[src/rtl/mult_seq.sv]
// mult_seq: sequential shift-add WIDTH x WIDTH multiplier with a start/done handshake.
// Define MULT_SIGNED_EN for two's-complement operands and product.
module mult_seq #(
  parameter int WIDTH = 4
) (
  input  logic                 clk,
  input  logic                 rst,
  input  logic                 start,
  input  logic [WIDTH-1:0]     x,
  input  logic [WIDTH-1:0]     y,
  output logic                 busy,
  output logic                 done,
  output logic [2*WIDTH-1:0]   z
);
  localparam int CW = $clog2(WIDTH + 1);
  localparam logic [CW-1:0] LAST = CW'(WIDTH - 1);
  typedef enum logic [1:0] {IDLE, RUN, DONE} state_t;
  state_t              state_q, state_d;
  logic [2*WIDTH-1:0]  mcand_q, mcand_d, acc_q, acc_d, z_q, z_d, sum, res;
  logic [WIDTH-1:0]    mplier_q, mplier_d, xm, ym;
  logic [CW-1:0]       cnt_q, cnt_d;
`ifdef MULT_SIGNED_EN
  logic sgn_q, sgn_d;
  // magnitude of the most negative value still fits as an unsigned WIDTH-bit number
  assign xm  = x[WIDTH-1] ? -x : x;
  assign ym  = y[WIDTH-1] ? -y : y;
  assign res = sgn_q ? -sum : sum;
`else
  assign xm  = x;
  assign ym  = y;
  assign res = sum;
`endif
  assign sum = acc_q + (mplier_q[0] ? mcand_q : '0);
  always_comb begin
    state_d  = state_q;
    mcand_d  = mcand_q;
    mplier_d = mplier_q;
    acc_d    = acc_q;
    cnt_d    = cnt_q;
    z_d      = z_q;
`ifdef MULT_SIGNED_EN
    sgn_d    = sgn_q;
`endif
    case (state_q)
      IDLE: if (start) begin
        state_d  = RUN;
        mcand_d  = {{WIDTH{1'b0}}, xm};
        mplier_d = ym;
        acc_d    = '0;
        cnt_d    = '0;
`ifdef MULT_SIGNED_EN
        sgn_d    = x[WIDTH-1] ^ y[WIDTH-1];
`endif
      end
      RUN: begin
        acc_d    = sum;
        mcand_d  = mcand_q << 1;
        mplier_d = mplier_q >> 1;
        cnt_d    = cnt_q + CW'(1);
        // load z on the last bit so it is already valid while done is high
        if (cnt_q == LAST) begin
          state_d = DONE;
          z_d     = res;
        end
      end
      default: state_d = IDLE;
    endcase
  end
  always_ff @(posedge clk or posedge rst) begin
    if (rst) begin
      state_q  <= IDLE;
      mcand_q  <= '0;
      mplier_q <= '0;
      acc_q    <= '0;
      cnt_q    <= '0;
      z_q      <= '0;
`ifdef MULT_SIGNED_EN
      sgn_q    <= 1'b0;
`endif
    end else begin
      state_q  <= state_d;
      mcand_q  <= mcand_d;
      mplier_q <= mplier_d;
      acc_q    <= acc_d;
      cnt_q    <= cnt_d;
      z_q      <= z_d;
`ifdef MULT_SIGNED_EN
      sgn_q    <= sgn_d;
`endif
    end
  end
  assign busy = state_q != IDLE;
  assign done = state_q == DONE;
  assign z    = z_q;
endmodule

[config.mk]
export PLATFORM = sky130hd
export DESIGN_NAME = mult_seq
export DESIGN_NICKNAME = d
export VERILOG_FILES = /design/src/rtl/mult_seq.sv
export SDC_FILE = /design/constraint.sdc
export NUM_CORES = 1
export LEC_CHECK = 0
export ABC_AREA = 1
export CORE_ASPECT_RATIO = 1.75
export CORE_MARGIN = 3
export CORE_UTILIZATION = 55
export CTS_BUF_LIST = sky130_fd_sc_hd__clkbuf_16
export DETAILED_ROUTE_END_ITERATION = 16
export HOLD_SLACK_MARGIN = 0.12
export PLACE_DENSITY = 0.85
export REMOVE_ABC_BUFFERS = 1
export SLEW_MARGIN = 10
export SYNTH_ARGS = -nofsm -noshare
export SYNTH_HDL_FRONTEND = slang
export SYNTH_SLANG_ARGS = --single-unit
[constraint.sdc]
create_clock -name clk -period 1.85 [get_ports clk]
set_input_delay 0.37 -clock clk [delete_from_list [all_inputs] [get_ports clk]]
set_output_delay 0.37 -clock clk [all_outputs]
set_load 0.005 [all_outputs]
; ---- Word-level counts from Yosys, hierarchy flattened
; Index checks and enable logic that the tools add are counted.
[word_totals]
wordCells = 31
out_inout_bits = 10
register_bits = 33
[op_classes]
n_eq_ne = 5
n_reduce_logical = 6
muxes = 12
n_addsub = 2
[ops]
columns = operator, count
row1 = $pmux 8 s2, 2
row2 = $mux 8, 3
row3 = $add 8x8->8, 1
row4 = $pmux 4 s2, 1
row5 = $pmux 3 s2, 1
row6 = $reduce_and 2->1, 3
row7 = $mux 2, 2
row8 = $mux 4, 1
row9 = $ne 2x2->1 const B, 2
row10 = $pmux 2 s2, 1
row11 = $reduce_bool 2->1, 2
row12 = $add 3x1->3 const B, 1
row13 = $eq 3x2->1 const B, 1
row14 = $mux 3, 1
row15 = $eq 2x1->1 const B, 1
row16 = $eq 2x2->1 const B, 1
row17 = $logic_not 2->1, 1

; ---- Depth between registers and ports, before layout
[logic_depth]
word_depth = 3
ltp_mapped = 12
depth_no_buf = 11

; ---- Worst setup path after synthesis
; No wires, ideal clock.
[synth_path]
kind = register to register
from = reg mplier_q[0]
to = reg acc_q[6]
stages_incl_launch_ff = 13
n_path_buf = 1
synth_period_minus_slack_ns = 1.593
t_arrival_ns = 1.475
path_slack_ns = 0.257
required_ns = 1.733
path_cell_list = dfrtp_1 > buf_2 > nand2_1 > inv_1 > ha_1 > inv_1 > fa_1 > inv_1 > nand2_1 > nand3_1 > nand2_1 > nand3_1 > nand2_1
[synth_via]
elab_chain_cells = 3
[synth_rtl]
columns = element, line
row1 = "start, declared", 20  ; logic [WIDTH-1:0] mplier_q, mplier_d, xm, ym;
row2 = "start signal, assigned", 83  ; mplier_q <= mplier_d;
row3 = $mux 8, 33  ; assign sum = acc_q + (mplier_q[0] ? mcand_q : '0);
row4 = $add 8x8->8, 33
row5 = $pmux 8 s2, 44  ; case (state_q)
row6 = "end signal, assigned", 74  ; acc_q <= '0;
row7 = "end signal, assigned", 84  ; acc_q <= acc_d;
row8 = "end, declared", 19  ; logic [2*WIDTH-1:0] mcand_q, mcand_d, acc_q, acc_d, z_q, z_d, sum, res;
; Every way passes these cells.
; A chain may end at the register's enable or synchronous reset.

; ---- Worst setup path in the final report
[layout_path]
from = reg state_q[1]
to = out busy
[layout_via]
elab_chain_cells = 1
[layout_rtl]
columns = element, line
row1 = "start, declared", 18  ; state_t state_q, state_d;
row2 = "start signal, assigned", 81  ; state_q <= state_d;
row3 = $reduce_bool 2->1, 92  ; assign busy = state_q != IDLE;
row4 = "end, declared", 11  ; output logic busy,
; Every way passes these cells.

==> out/qor.yml <==
io_pins: 21
io_buffers: 20
fin_skew_ns: 0.00484
avgRoutedWirePerCell_um: 13.4
pwr-share-comb_pct: 48.2
path_depth: 3
fin_tns_setup_ns: 0
clock-sinks: 33
drt_first_pass_iters: 4
crit_chain: "nor2_2, inv_1, clkdlybuf4s50_1"
die_area_um2: 3900
grt_max_degree: 34
fp.dieW_um: 48.5
fin_crit_sh_pct: 95.2
hold_violations: 0
nets: 267
insertion_delay_ns: 0.28
drv_slew: 0
critical_path_class: "reg -> out"
detail-route-antenna-nets: 0
setup_viol_count_final: 0
worst_pin_slew_ns: 0.426
max_slew_margin_pct: 71.6
num_rows: 26
cp_top_family: "buffers and inverters"
n_antenna_cell: 0
drive_gt1_share_pct: 9.72
sw_frac_of_total_pct: 41.6
initial_core_util_pct: 58.7
routed_wl_um: 3870
max_freq_mhz: 568
fp.dieH_um: 80.4
cpPeakStageDelay_ns: 0.44
yosysTopAreaCell: "dfrtp_1"
root_buffer: "clkbuf_16"
p_per_area_nw_per_um2: 1850
grt_remaining_overflow: 0
grt_pass1_wl_um: 6710
start_kind: "register"
grt_pass1_vias: 1489
clk_path_buf_depth: 2
r2r-start: "mplier_q[0]"
endpoint_kind: "output port"
clkTransAtPathRegs_ns: 0.05
area_growth_syn_to_layout_pct: 23.7
ys_ff_latch: 33
ys_top_cells_by_area: "dfrtp_1 47%, nand2_1 15%, inv_1 7.8%, ha_1 6.5%, nand3_1 4.0%"
cts_buffers: 5
drcViolationCount: 0
gp_congestion: 0.859
setup_ws_ns: 0.0881
max_cap_viol_count: 0
grt_usage_pct: 23.0
synth.distinct_cells: 22
peakVddDrop_mv: 1.40
synth.cell_area_um2: 1740
slowest_stage: "clkdlybuf4s50_1"
worst_ep_arrival_time_ns: 1.39
synth_area_per_cell_um2: 7.94
cts_tree: "done"
finalWorstPathRequiredPeriod_ns: 1.76
crit_path_max_fanout: 4
seqPwrFrac_pct: 31.7
ys_seq_area_share_pct: 47.5
hold_class: "in -> async"
leakage_nw: 1.14
core_area_um2: 2960
vias: 1496
p_clk_share_pct: 20.1
drt-initial-drc-count: 46
dp_worst_setup_slack_ns: 0.0515
syn_inst: 219
dp_hpwl_um: 2770
ys_warn_count: 0
p_int_w: 0.00232
p_switching_w: 0.00165
grt_antenna_before_repair: 0
synth_top_area_share_pct: 47.5
vias_per_cell: 5.18
critPathRequiredTime_ns: 1.48
status: "complete, no violations"
reg2reg_depth: 11
cts_max_level: 2
cp-startpoint: "state_q[1]"
cp_num_buf_inv: 2
layout by cell type (no fill, tap or decap), types with 2 or more instances in the layout:
cell / synthesis / final
a21oi_1: 4 / 4
clkinv_2: 0 / 2
clkdlybuf4s50_1: 0 / 20
o21ai_1: 8 / 8
o21ai_0: 11 / 11
clkbuf_16: 0 / 5
nand2_1: 70 / 69
nor2_4: 2 / 2
nand3_1: 14 / 14
o22ai_1: 6 / 6
dfrtp_1: 33 / 32
inv_2: 3 / 4
o211ai_1: 2 / 2
buf_4: 1 / 3
ha_1: 9 / 8
inv_1: 36 / 35
nor2_1: 11 / 10
timing repair:
action | in CTS | in global routing
hold buffers | 0 | 0
gates resized for setup | 0 | 5
setup endpoints to repair | 0 | 8
buffers inserted | 0 | 1
kinds of logic (layout without fill, tap and decap cells):
group	after synthesis	in the layout	share of synthesized area, %
simple gates	99	99	23.8
buf+inv	44	72	10.4
xor+xnor	1	1	0.504
flops	33	33	47.5
compound gates	32	32	10.1
fa+ha+maj	10	10	7.63
Yosys cell counts:
| library cell | n |
|---|---|
| nand2_1 | 70 |
| inv_1 | 36 |
| dfrtp_1 | 33 |
| nand3_1 | 14 |
| nor2_1 | 11 |
| o21ai_0 | 11 |
| ha_1 | 9 |
| o21ai_1 | 8 |
| o22ai_1 | 6 |
| a21oi_1 | 4 |
| inv_2 | 3 |
| buf_2 | 2 |
| nor2_4 | 2 |
| o211ai_1 | 2 |
| a22o_1 | 1 |
| buf_4 | 1 |
| buf_6 | 1 |
| fa_1 | 1 |
| inv_4 | 1 |
| nand2_4 | 1 |
| nand4_1 | 1 |
| xor2_1 | 1 |
stage by stage:
step	power, W	cells	cell area, um2	hold WS, ns	util (%)
2_1_floorplan	0.00246	215	1710	0.448	-
3_3_place_gp	0.00303	280	1990	0.465	67.1
3_5_place_dp	0.00312	280	1990	0.469	67.1
4_1_cts	0.00393	288	2130	0.483	71.9
5_1_grt	0.00432	289	2150	0.504	72.7
6_report	0.00397	289	2150	0.478	72.7
power groups by stage:
stage	Combinational, W	Sequential, W	Clock (W)
2_1_floorplan	0.00124	0.00123	0
3_3_place_gp	0.00178	0.00125	0
3_5_place_dp	0.00185	0.00126	0
4_1_cts	0.00187	0.00125	0.000807
5_1_grt	0.00219	0.00130	0.000840
6_report	0.00191	0.00126	0.000797
metal layers:
layer	part of all wire, %	track usage (%)	vias to the layer above
li1	-	-	743
met3	4.5	4.82	10
met2	55	42.1	50
met5	0	0	-
met1	37	24.7	693
met4	2.7	11.4	0
path summary, 6_finish.rpt:
path                          endpoint  slack (ns)
setup / recovery                  busy        0.09
setup reg to reg              acc_q[6]        0.11
min in group clk                  z[5]        0.48
max in group asynchronous  mplier_q[0]        1.04
hold / removal                    z[1]        0.48
hold reg to reg                   z[5]        0.48
worst min-delay path: stages:
cell and delay, ns:
clkdlybuf4s50_1 0.39, inv_1 0.05, buf_4 0.37
area by class of cell:
cell class / count / area, um2
clock buffers: 5 / 125
flip-flops and latches: 33 / 827
inverters: 40 / 153
clock inverters: 3 / 17.5
fillers: 207 / 808
repair buffers: 24 / 228
multi-input cells: 142 / 749
well taps: 42 / 52.6
flip-flops by register name, summed over array words and instances, names as in the netlist:
name and count:
mcand_q 8, cnt_q 3, z 8, state_q 2, acc_q 8, mplier_q 4
No activity file was read; power rests on OpenSTA's default activity.
